===== config.mk =====
export PLATFORM = sky130hd
export DESIGN_NAME = count_sched
export DESIGN_NICKNAME = d
export VERILOG_FILES = /design/src/rtl/count_sched_pkg.sv /design/src/rtl/count_increase.sv /design/src/rtl/count_sched.sv
export SDC_FILE = /design/constraint.sdc
export NUM_CORES = 1
export LEC_CHECK = 0
export BUFFER_PORTS_ARGS = -buffer_cell sky130_fd_sc_hd__buf_4
export CAP_MARGIN = 20
export CORE_MARGIN = 5
export CORE_UTILIZATION = 52
export CTS_CLUSTER_DIAMETER = 50
export DETAILED_ROUTE_END_ITERATION = 7
export PLACE_DENSITY = 0.8
export SYNTH_ARGS = -nofsm -noshare
export SYNTH_HDL_FRONTEND = slang
export SYNTH_SLANG_ARGS = --single-unit

===== constraint.sdc =====
create_clock -name clk -period 2 [get_ports clk]
set_input_delay 0.4 -clock clk [delete_from_list [all_inputs] [get_ports clk]]
set_output_delay 0.4 -clock clk [all_outputs]
set_load 0.005 [all_outputs]

===== src/rtl/count_sched_pkg.sv =====
// Shared types and helpers for the count_sched round-robin counter scheduler.
// Optional saturation is selected with the COUNT_SAT_EN macro in count_sched.sv.
package count_sched_pkg;

  typedef enum logic [1:0] {
    IDLE  = 2'd0,
    ISSUE = 2'd1,
    WB    = 2'd2
  } state_e;

  localparam int NUM_REQ_DEF = 4;
  localparam int CNT_W_DEF   = 8;

  // Widest request vector the pick function accepts.
  localparam int RR_MAX = 32;
  localparam int RR_IW  = $clog2(RR_MAX);

  // First set bit of req[n-1:0], searching upward from last+1 and wrapping.
  // Returns last when nothing is set; callers qualify with |req.
  function automatic int rr_pick(input logic [RR_MAX-1:0] req, input int n, input int last);
    int   idx;
    logic found;
    rr_pick = last;
    found   = 1'b0;
    for (int i = 1; i <= RR_MAX; i++) begin
      if (i <= n) begin
        idx = last + i;
        if (idx >= n) idx = idx - n;
        if (!found && req[idx[RR_IW-1:0]]) begin
          rr_pick = idx;
          found   = 1'b1;
        end
      end
    end
  endfunction

endpackage


===== src/rtl/count_increase.sv =====
// Shared single-cycle incrementer: out is in + enb, registered once.
module count_increase #(
  parameter int CNT_W = 8
) (
  input  logic             clk_i,
  input  logic             rst_i,
  input  logic [CNT_W-1:0] in_i,
  input  logic             enb_i,
  output logic [CNT_W-1:0] out_o
);

  logic [CNT_W-1:0] out_q;

  always_ff @(posedge clk_i) begin
    if (rst_i) out_q <= '0;
    else       out_q <= in_i + {{(CNT_W-1){1'b0}}, enb_i};
  end

  assign out_o = out_q;

endmodule


===== src/rtl/count_sched.sv =====
// Round-robin scheduler sharing one incrementer across NUM_REQ counters.
// Define COUNT_SAT_EN to saturate at all-ones and expose the sat flag.
module count_sched
  import count_sched_pkg::*;
#(
  parameter int NUM_REQ = NUM_REQ_DEF,
  parameter int CNT_W   = CNT_W_DEF
) (
  input  logic                       clk,
  input  logic                       rst,
  input  logic [NUM_REQ-1:0]         req,
  input  logic [NUM_REQ-1:0]         clr,
  output logic [NUM_REQ-1:0]         gnt,
  output logic                       done,
  output logic [$clog2(NUM_REQ)-1:0] done_id,
  output logic [CNT_W-1:0]           done_cnt,
  output logic                       busy,
  input  logic [$clog2(NUM_REQ)-1:0] rd_sel,
  output logic [CNT_W-1:0]           rd_cnt
`ifdef COUNT_SAT_EN
 ,output logic                       sat
`endif
);

  localparam int IDW = $clog2(NUM_REQ);

  state_e                          state_q, state_d;
  logic [IDW-1:0]                  cur_id_q, cur_id_d;
  logic [IDW-1:0]                  last_id_q, last_id_d;
  logic [NUM_REQ-1:0][CNT_W-1:0]   cnt_q, cnt_d;
  logic [CNT_W-1:0]                inc_in, inc_out;
  logic                            inc_enb;
  logic                            at_max;

  assign inc_in = cnt_q[cur_id_q];
  assign at_max = (inc_in == {CNT_W{1'b1}});

  count_increase #(.CNT_W(CNT_W)) u_inc (
    .clk_i (clk),
    .rst_i (~rst),
    .in_i  (inc_in),
    .enb_i (inc_enb),
    .out_o (inc_out)
  );

  // FSM state and arbitration registers
  always_ff @(posedge clk or negedge rst) begin
    if (!rst) begin
      state_q   <= IDLE;
      cur_id_q  <= '0;
      last_id_q <= IDW'(NUM_REQ - 1);
    end else begin
      state_q   <= state_d;
      cur_id_q  <= cur_id_d;
      last_id_q <= last_id_d;
    end
  end

  // Next state; the WB hand-off searches from cur_id because last_id takes it now
  always_comb begin
    state_d   = state_q;
    cur_id_d  = cur_id_q;
    last_id_d = last_id_q;
    case (state_q)
      IDLE: begin
        if (|req) begin
          state_d  = ISSUE;
          cur_id_d = IDW'(rr_pick(RR_MAX'(req), NUM_REQ, int'(last_id_q)));
        end
      end
      ISSUE: state_d = WB;
      WB: begin
        last_id_d = cur_id_q;
        if (|req) begin
          state_d  = ISSUE;
          cur_id_d = IDW'(rr_pick(RR_MAX'(req), NUM_REQ, int'(cur_id_q)));
        end else begin
          state_d  = IDLE;
        end
      end
      default: state_d = IDLE;
    endcase
  end

  // Outputs
  always_comb begin
    gnt     = '0;
    inc_enb = 1'b0;
    if (state_q == ISSUE) begin
      gnt[cur_id_q] = 1'b1;
`ifdef COUNT_SAT_EN
      inc_enb = ~at_max;
`else
      inc_enb = 1'b1;
`endif
    end
  end

  assign done     = (state_q == WB);
  assign done_id  = cur_id_q;
  assign done_cnt = inc_out;
  assign busy     = (state_q != IDLE);
  assign rd_cnt   = cnt_q[rd_sel];

  // Counter bank: clear beats a same-cycle writeback
  always_comb begin
    cnt_d = cnt_q;
    if (state_q == WB) cnt_d[cur_id_q] = inc_out;
    for (int i = 0; i < NUM_REQ; i++) begin
      if (clr[i]) cnt_d[i] = '0;
    end
  end

  always_ff @(posedge clk or negedge rst) begin
    if (!rst) cnt_q <= '0;
    else      cnt_q <= cnt_d;
  end

`ifdef COUNT_SAT_EN
  logic sat_q;

  always_ff @(posedge clk or negedge rst) begin
    if (!rst)                   sat_q <= 1'b0;
    else if (state_q == ISSUE)  sat_q <= at_max;
  end

  assign sat = done & sat_q;
`else
  logic unused_at_max;
  assign unused_at_max = at_max;
`endif

endmodule

==> reports/results.ini, run 1 <==
[worst_setup_path]
endpoint_kind = flop
crit_type = reg -> reg
slowest_stage = dfrtp_2
path_buf_inv = 1
r2r-end = done_id[1]
cp_max_fo = 7
worstRegToRegCells = 7
cp.arrival_ns = 2.16
cp_data_required_time_ns = 2.18
rrSetupSlack_ns = 0.02
r2r-start = done_id[0]
cp_top_family = simple AND/OR/NAND/NOR gates
max_stage_delay_ns = 0.45
path_cells = buf_6, mux2_4, and3_4, a31o_1, or3b_4, nand4_1, o211ai_2
startpoint_type = flop

[die]
die_area_mm2 = 0.00701
die_x_um = 83.7
core_mm2 = 0.00520
die_h_um = 83.7
rows = 26
io_pins = 36
initial_core_util = 0.543

[synth]
muxShareOfSynthArea = 0.175
synth_edf_count = 0
synth-simple-area-share = 0.200
syn-num-nets = 314
yosys_warnings = 0
synth_area_per_cell_um2 = 9.74
synth_top_family_by_area = simple AND/OR/NAND/NOR gates
synth-xor-area-share = 0.0186
synth_compound_area_frac = 0.119
synth_top_area_share = 0.319
synth.distinct_cells = 44
synth-main-ff-cell = dfrtp_1
synthArstFlopShare = 0.826
synthTopCellsByArea = dfrtp_1 32%, mux4_2 10%, nand3_1 6.9%
synth_area_leader_cell = dfrtp_1
synth_area_mm2 = 0.00283
syn_inst = 290
ys_ff_latch = 46
synth_fa_ha_area_frac = 0.0531
ys_seq_area_frac = 0.394

[layout]
fill_cells = 419
areaGrowthSynthToFinish_pct = 24.1
final_layout_size_suffix_gt1_frac = 0.336
fin_nets = 362
fin_area_mm2 = 0.00351
regArea_mm2 = 0.00111
multi_input_area_mm2 = 0.00170
n_antenna_cell = 0

[cts]
clock_latency_ns = 0.30
htreeDepth = 2
cts-root-buf = clkbuf_8
cts_buffer_depth = 2
cts_buffers = 5
cts_tree = built
path_clk_slew_ns = 0.09
clock-sinks = 46

[timing]
period_share = 0.990
clock_skew_ns = 0.00677
setup_ws_ns = 0.0202
slew_headroom = 0.732
fmax_mhz = 505
rsz0062_at_grt = yes
fin_crit_ns = 1.98
final_max_slew_viol_count = 0
finalHoldViolations = 0
worst_pin_slew_ns = 0.401
hold_ws_ns = 0.00497
setup_violations = 0

[global_routing]
globalRouteTotalUtil = 0.218
grt_antenna_before_repair = 0
overflow = 0
grt_pass1_vias = 2421
grt_max_degree = 32
grt_pass1_wl_um = 12400

[detailed_routing]
dr.first_iter.drc_count = 231
drc = 0
num_vias = 2457
drt_pre_antenna_iters = 4
drt-total-wl_um = 7670
viasPerCell = 6.01
drtAntennaViolNets = 0
wl_per_cell_um = 18.7

[placement]
postPlaceCellArea_mm2 = 0.00327
dpl.hpwl_um = 5230
port-buffer-count = 35
globalplace.congestion = 0.867
preCtsSetupSlack_ns = -0.0847

[power_and_ir_drop]
peakVddDrop_mv = 0.627
p_leak_nw = 1.49
power.total_w = 0.00399
cellPowerDensity_mw_per_mm2 = 1140

[job]
maxCapViolCount = 0

[status]
status = finished clean

[min_path]
hp-class = in -> async

## state kept, by name (all words and copies together), names as in the netlist
name         cells
done_id          2
state_q          2
u_inc.out_o      8
last_id_q        2
cnt_q           32
## Yosys cell counts (2+ instances only)
cell type and count:
a21oi_1 38, nor3_1 2, dfrtp_1 36, o21ai_0 6, ha_1 12, clkbuf_1 6, xnor2_1 4, buf_1 8
inv_1 6, dfstp_2 2, or3_1 2, nand3_1 39, dfxtp_1 8, buf_2 2, xor2_1 2, nor2b_1 2
and2_1 12, a22oi_1 3, mux2_4 2, mux2_2 5, nand2_1 48, nand2b_1 3, mux4_1 4, nand4_1 2
a31oi_1 2, mux4_2 13, nor2_1 4
## per-stage QoR
stage | setup TNS, ns | utilization | cells
after floorplan | -0.0704 | - | 290
after global placement | 0 | 0.629 | 398
after detailed placement | -0.0847 | 0.629 | 398
after CTS | -0.0112 | 0.663 | 409
after global routing | -0.102 | 0.674 | 409
final | 0 | 0.674 | 409
## layout by cell type (no fill, tap or decap), drive strengths merged, types with 4 or more instances in the layout
cell type  Yosys  routed
nand2         48      48
a21oi         38      38
ha            12      12
nand3         39      39
mux4          17      17
inv            6       6
mux2           7       7
and2          12      12
dfxtp          8       8
nor2           4       4
o21ai          6       6
clkbuf         6       5
xnor2          4       4
buf           12      59
dfrtp         36      36
## routing by layer
| layer | up-vias | track usage | wire (um) |
|---|---|---|---|
| met5 | - | 0 | 0 |
| met4 | 0 | 0.0599 | 123 |
| met3 | 14 | 0.0316 | 563 |
| met2 | 104 | 0.360 | 3760 |
| met1 | 1202 | 0.301 | 3220 |
| li1 | 1137 | - | - |
## how the worst max path moves through the flow
stage | end | depth (start not counted) | slack (ns) | start
after floorplan | done_id[1] | 10 | -0.07 | done_id[0]
after global placement | done_id[1] | 7 | 0.03 | done_id[0]
after detailed placement | done_id[1] | 8 | -0.08 | last_id_q[0]
after CTS | done_id[0] | 10 | -0.008 | last_id_q[0]
after global routing | done_id[0] | 7 | -0.05 | last_id_q[0]
final | done_id[1] | 7 | 0.02 | done_id[0]
## power by group
group	internal [W]	switching [W]
sequential	0.00100	0.0000711
combinational	0.00106	0.00117
clock	0.000368	0.000319
total	0.00243	0.00156
## cells by family after synthesis
family / after synthesis
compound gates: 58
mux: 25
flops: 46
xor+xnor: 6
buf+inv: 25
simple gates: 118
fa+ha+maj: 12
## what timing repair did
action | in CTS | in global routing
setup endpoints to repair | 1 | 10
hold buffers | 0 | 0
endpoints found under the hold margin | 0 | 0
setup buffers | 3 | 1
gates resized for setup | 15 | 14
pin swaps | 4 | 4
## area by class of cell
cell class	instances	area share
multi-input combinational	219	0.484
timing repair buffer	59	0.133
sequential	46	0.318
inverter	7	0.00928
clock buffer	5	0.0196
clock inverter	3	0.0114
tap	70	0.0250
(Power assumes the default switching activity.)
==> inputs of run 2 (changes only) <==
Settings changed: CORE_UTILIZATION 52 to 35, PLACE_DENSITY 0.8 to 0.67.
==> run 2 against run 1 <==
Against the previous run:
- non-clock buffer count fell by 4
- die area rose by 42%
- core utilization fell by 23 points
- wire length barely moved
- critical path type unchanged
==> reports/results.ini, run 2 (synthesis gave the netlist of run 1 again) <==
[power_and_ir_drop]
p_int_w = 0.00217  ; was 0.00243 W
cellPowerDensity_mw_per_mm2 = 1050  ; was 1140 mW/mm^2
peakVddDrop_mv = 0.386  ; was 0.627 mV
netSwitchingPower_w = 0.00144  ; was 0.00156 W
switching_share = 0.399  ; was 0.392
p_comb_frac = 0.531  ; was 0.560
clockPowerShare = 0.171  ; was 0.172
p_seq_frac = 0.298  ; was 0.268
p_leak_nw = 1.44  ; was 1.49 nW

[timing]
rsz0062_at_grt = yes  ; unchanged
worst_pin_slew_ns = 0.436  ; was 0.401 ns
final_max_slew_viol_count = 0  ; unchanged
slew_headroom = 0.709  ; was 0.732
fmax_mhz = 515  ; was 505 MHz
fin_tns_setup_ns = 0  ; unchanged
period_share = 0.972  ; was 0.990
hold_ws_ns = 0.0171  ; was 0.00497 ns
finalHoldViolations = 0  ; unchanged
clock_skew_ns = 0.0109  ; was 0.00677 ns
setup_violations = 0  ; unchanged
fin_crit_ns = 1.94  ; was 1.98 ns

[die]
rows = 32  ; was 26
core_mm2 = 0.00781  ; was 0.00520 mm^2
die_area_mm2 = 0.00997  ; was 0.00701 mm^2
die_h_um = 99.8  ; was 83.7 um
io_pins = 36  ; unchanged
die_x_um = 99.8  ; was 83.7 um
initial_core_util = 0.362  ; was 0.543

[worst_setup_path]
endpoint_kind = flop  ; unchanged
cp_max_fo = 8  ; was 7
cp.arrival_ns = 2.19  ; was 2.16 ns
crit_type = reg -> reg  ; unchanged
startpoint_type = flop  ; unchanged
slowest_stage = dfrtp_2  ; unchanged
path_cells = buf_6, mux2_4, and3_4, a31o_1, or3b_1, o22a_1, o211ai_2  ; was buf_6, mux2_4, and3_4, a31o_1, or3b_4, nand4_1, o211ai_2
cp_data_required_time_ns = 2.25  ; was 2.18 ns
rrSetupSlack_ns = 0.06  ; was 0.02 ns
max_stage_delay_ns = 0.44  ; was 0.45 ns

[cts]
clock-sinks = 46  ; unchanged
clock_latency_ns = 0.31  ; was 0.30 ns
cts_tree = built  ; unchanged
cts_buffers = 5  ; unchanged
path_clk_slew_ns = 0.09  ; about the same
cts_buffer_depth = 2  ; unchanged
postCtsHoldBufs = 0  ; unchanged
cts-root-buf = clkbuf_8  ; unchanged
htreeDepth = 2  ; unchanged

[status]
status = finished clean  ; unchanged

[layout]
layout_commonest_cell = buf_4  ; unchanged
n_antenna_cell = 0  ; unchanged
top_register = cnt_q  ; unchanged
largest_reg_flops = 32  ; unchanged
final_layout_size_suffix_gt1_frac = 0.307  ; was 0.336
fill_cells = 770  ; was 419
fin_nets = 358  ; was 362
areaGrowthSynthToFinish_pct = 21.4  ; was 24.1%
layout_common_cells = 52 x buf_4, 48 x nand2_1, 38 x nand3_1, 38 x a21oi_1, 35 x dfrtp_1  ; was 55 x buf_4, 48 x nand2_1, 38 x nand3_1, 36 x a21oi_1, 35 x dfrtp_1

[job]
maxCapViolCount = 0  ; unchanged

[detailed_routing]
viasPerCell = 5.47  ; was 6.01
wl_per_cell_um = 17.6  ; was 18.7 um
dr.first_iter.drc_count = 130  ; was 231
drt_pre_antenna_iters = 4  ; unchanged
drt-total-wl_um = 7670  ; about the same
drc = 0  ; unchanged
drtAntennaViolNets = 0  ; unchanged
num_vias = 2391  ; was 2457

[placement]
globalplace.congestion = 0.818  ; was 0.867
dpl.hpwl_um = 5340  ; was 5230 um
port-buffer-count = 35  ; unchanged

[global_routing]
overflow = 0  ; unchanged
grt_pass1_wl_um = 12600  ; was 12400 um
grt_max_degree = 37  ; was 32
grt_antenna_before_repair = 0  ; unchanged
grt_pass1_vias = 2477  ; was 2421
globalRouteTotalUtil = 0.159  ; was 0.218

[min_path]
hp-class = in -> async  ; unchanged

==> run 2: path summary, 6_finish.rpt <==
check                                 from    endpoint  cells past startpoint
worst max-delay path            done_id[0]  done_id[1]                      7
worst min-delay path                   rst   cnt_q[22]                      1
worst max register to register  done_id[0]  done_id[1]                      7
worst min register to register  state_q[1]  state_q[1]                      1
max in group asynchronous              rst   cnt_q[26]                      2
min in group clk                    clr[3]   cnt_q[25]                      2
==> run 2: area by class of cell <==
type                    instances  area (um^2)  share of cell area
clock buffers                   7         86.3              0.0252
clock inverters                 1         5.00             0.00146
inverters                       7         26.3             0.00766
multi-input cells             219         1640               0.477
flip-flops and latches         46         1110               0.325
well taps                     102          128              0.0372
repair buffers                 55          433               0.126
==> run 2: critical path, delay by kind of cell (launching register included) <==
family                 cells  cell delay, ns
AND/OR/NAND/NOR            2            0.56
flip-flops                 1            0.44
AO/OA/AOI/OAI              3            0.44
multiplexers               1            0.29
buffers and inverters      1            0.15
==> run 2: per-layer routing <==
layer,part of all wire,GRT usage
met2,0.49,0.262
met3,0.055,0.0250
met1,0.44,0.209
met5,0,0
met4,0.017,0.0651
==> run 2: power by group through the flow <==
stage,clock (W),combinational (W),sequential [W]
CTS,0.000611,0.00186,0.00107
floorplan,0,0.00119,0.00108
finish,0.000617,0.00192,0.00108
global route,0.000644,0.00208,0.00109
detailed placement,0,0.00177,0.00110
global placement,0,0.00174,0.00109
==> run 2: timing repair <==
item / in CTS / in global routing
buffers inserted: 3 / 0
pin swaps: 0 / 3
resized for setup: 2 / 14
hold endpoints to repair: 0 / 0
setup endpoints to repair: 3 / 8
==> run 2: through the flow <==
step                std cells  worst slack, ns  cell area (um^2)  total power [W]   util
floorplan                 290          -0.0704              2840          0.00227      -
global placement          426           0.0353              3280          0.00283  0.420
detailed placement        426          -0.0642              3280          0.00287  0.420
CTS                       437           0.0103              3410          0.00354  0.436
global route              437          -0.0163              3430          0.00381  0.439
finish                    437           0.0567              3430          0.00361  0.439
==> inputs of run 3 (changes only) <==
Settings changed: BUFFER_PORTS_ARGS -buffer_cell sky130_fd_sc_hd__buf_4 to not set, DONT_BUFFER_PORTS set to 1, PLACE_DENSITY 0.67 to 0.63, SLEW_MARGIN set to 30.
==> run 3 against run 2 <==
Against the previous run:
- sequential power is essentially flat
- combinational power fell by 6%
- clock-buffer cell count down 2
- via count fell by 3.8%
- fmax is 0.70% lower
- die area did not move
- setup slack worse by 0.014 ns
- total power decreased by 0.40%
- sequential share of layout area is 1.9 points higher
- critical path depth is the same
- clock skew decreased by 0.00077 ns
- critical path type unchanged
- critical endpoint unchanged
- largest cell class unchanged
==> reports/results.ini, run 3 (synthesis gave the netlist of run 1 again) <==
[layout]
final_layout_size_suffix_gt1_frac = 0.233  ; was 0.307
fin_nets = 328  ; was 358
layout_commonest_cell = nand2_1  ; was buf_4
areaGrowthSynthToFinish_pct = 14.7  ; was 21.4%
largest_reg_flops = 32  ; unchanged
n_antenna_cell = 0  ; unchanged
layout_common_cells = 48 x nand2_1, 38 x nand3_1, 38 x a21oi_1, 36 x dfrtp_1, 21 x buf_4  ; was 52 x buf_4, 48 x nand2_1, 38 x nand3_1, 38 x a21oi_1, 35 x dfrtp_1
top_register = cnt_q  ; unchanged
fin_area_mm2 = 0.00324  ; was 0.00343 mm^2
final_core_util = 0.415  ; was 0.439

[detailed_routing]
drt_pre_antenna_iters = 4  ; unchanged
drtAntennaViolNets = 0  ; unchanged
num_vias = 2301  ; was 2391
dr.first_iter.drc_count = 136  ; was 130
drc = 0  ; unchanged
viasPerCell = 5.65  ; was 5.47
wl_per_cell_um = 18.9  ; was 17.6 um
drt-total-wl_um = 7690  ; was 7670 um

[min_path]
hp-class = in -> reg  ; was in -> async
min_to = cnt_q[6]
hold_depth = 1
holdCritStartpoint = clr[0]

[worst_setup_path]
crit_type = reg -> reg  ; unchanged
cp.arrival_ns = 2.19  ; about the same
startpoint_type = flop  ; unchanged
r2r-start = done_id[0]  ; unchanged
endpoint_kind = flop  ; unchanged
cp_max_fo = 6  ; was 8
cp_data_required_time_ns = 2.23  ; was 2.25 ns
rrSetupSlack_ns = 0.04  ; was 0.06 ns
r2r-end = done_id[1]  ; unchanged
worstRegToRegCells = 7  ; unchanged

[placement]
globalplace.congestion = 0.830  ; was 0.818
preCtsSetupSlack_ns = -0.0288  ; was -0.0642 ns
dpl.hpwl_um = 5240  ; was 5340 um
postPlaceCellArea_mm2 = 0.00304  ; was 0.00328 mm^2
port-buffer-count = 0  ; was 35

[die]
rows = 32  ; unchanged
core_mm2 = 0.00781  ; unchanged
die_h_um = 99.8  ; unchanged
die_area_mm2 = 0.00997  ; unchanged
die_x_um = 99.8  ; unchanged
io_pins = 36  ; unchanged
initial_core_util = 0.362  ; unchanged

[timing]
setup_violations = 0  ; unchanged
slew_headroom = 0.743  ; was 0.709
fin_tns_setup_ns = 0  ; unchanged
rsz0062_at_grt = yes  ; unchanged
setup_ws_ns = 0.0429  ; was 0.0567 ns
fin_crit_ns = 1.96  ; was 1.94 ns
fmax_mhz = 511  ; was 515 MHz
worst_pin_slew_ns = 0.382  ; was 0.436 ns
finalHoldViolations = 0  ; unchanged
final_max_slew_viol_count = 0  ; unchanged
period_share = 0.979  ; was 0.972
clock_skew_ns = 0.0102  ; was 0.0109 ns

[power_and_ir_drop]
cellPowerDensity_mw_per_mm2 = 1110  ; was 1050 mW/mm^2
power.total_w = 0.00360  ; was 0.00361 W
p_leak_nw = 1.29  ; was 1.44 nW
peakVddDrop_mv = 0.335  ; was 0.386 mV

[global_routing]
grt_max_degree = 39  ; was 37
grt_antenna_before_repair = 0  ; unchanged
overflow = 0  ; unchanged
grt_pass1_wl_um = 12400  ; was 12600 um
grt_pass1_vias = 2381  ; was 2477
globalRouteTotalUtil = 0.157  ; was 0.159

[cts]
cts_tree = built  ; unchanged
cts_buffers = 5  ; unchanged
clock-sinks = 46  ; unchanged
clock_latency_ns = 0.31  ; about the same
htreeDepth = 2  ; unchanged
path_clk_slew_ns = 0.10  ; was 0.09 ns
cts-root-buf = clkbuf_8  ; unchanged
cts_buffer_depth = 2  ; unchanged

[status]
status = finished clean  ; unchanged

[job]
maxCapViolCount = 0  ; unchanged

## run 3: cell count changes in the layout (fill, tap and decap cells not counted), moves of 2 or more
cell and delta:
clkinvlp_4 +2, buf_4 -31, ha_2 -3, ha_1 +2
## run 3: per-stage QoR
stage	cells	hold slack (ns)
after floorplan	290	0.104
after global placement	395	0.106
after detailed placement	395	0.105
after CTS	407	0.135
after global routing	407	0.120
final	407	0.139
## run 3: worst max-delay path by stage
stage                            start         end
after detailed placement  last_id_q[0]  done_id[1]
final                       done_id[0]  done_id[1]
after global routing      last_id_q[0]  done_id[0]
after global placement    last_id_q[0]  done_id[1]
after floorplan             done_id[0]  done_id[1]
after CTS                 last_id_q[0]  done_id[1]
## run 3: metal layers
layer / track usage / share of wire / vias to the layer above
met5: 0 / 0 / -
met1: 0.194 / 0.40 / 1146
met3: 0.0327 / 0.058 / 14
met2: 0.272 / 0.52 / 69
li1: - / - / 1072
met4: 0.0536 / 0.023 / 0
## run 3: repair_timing
item,4_1_cts,5_1_grt
resized for setup,1,14
hold endpoints to repair,38,0
hold buffers,2,0
setup buffers,2,0
pin swaps,0,3
endpoints found under the setup margin,3,5
## run 3: final cells by class
cell class	instances	area (um^2)
Tap cell	102	128
Clock buffer	5	68.8
Timing Repair Buffer	25	210
Multi-Input combinational cell	219	1650
Sequential cell	46	1110
Fill cell	750	4570
Clock inverter	3	45.0
Inverter	7	26.3
## run 3: report_power, final
part / switching (W) / internal, W
sequential: 0.0000752 / 0.000998
combinational: 0.000973 / 0.000832
clock: 0.000348 / 0.000372
total: 0.00140 / 0.00220
## run 3: critical path, cell delays in order (launching register included)
cell	delay [ns]
dfrtp_1	0.43
buf_6	0.16
mux2_4	0.29
and3_4	0.18
a31o_1	0.19
or3b_4	0.38
o22a_1	0.18
o211ai_2	0.07
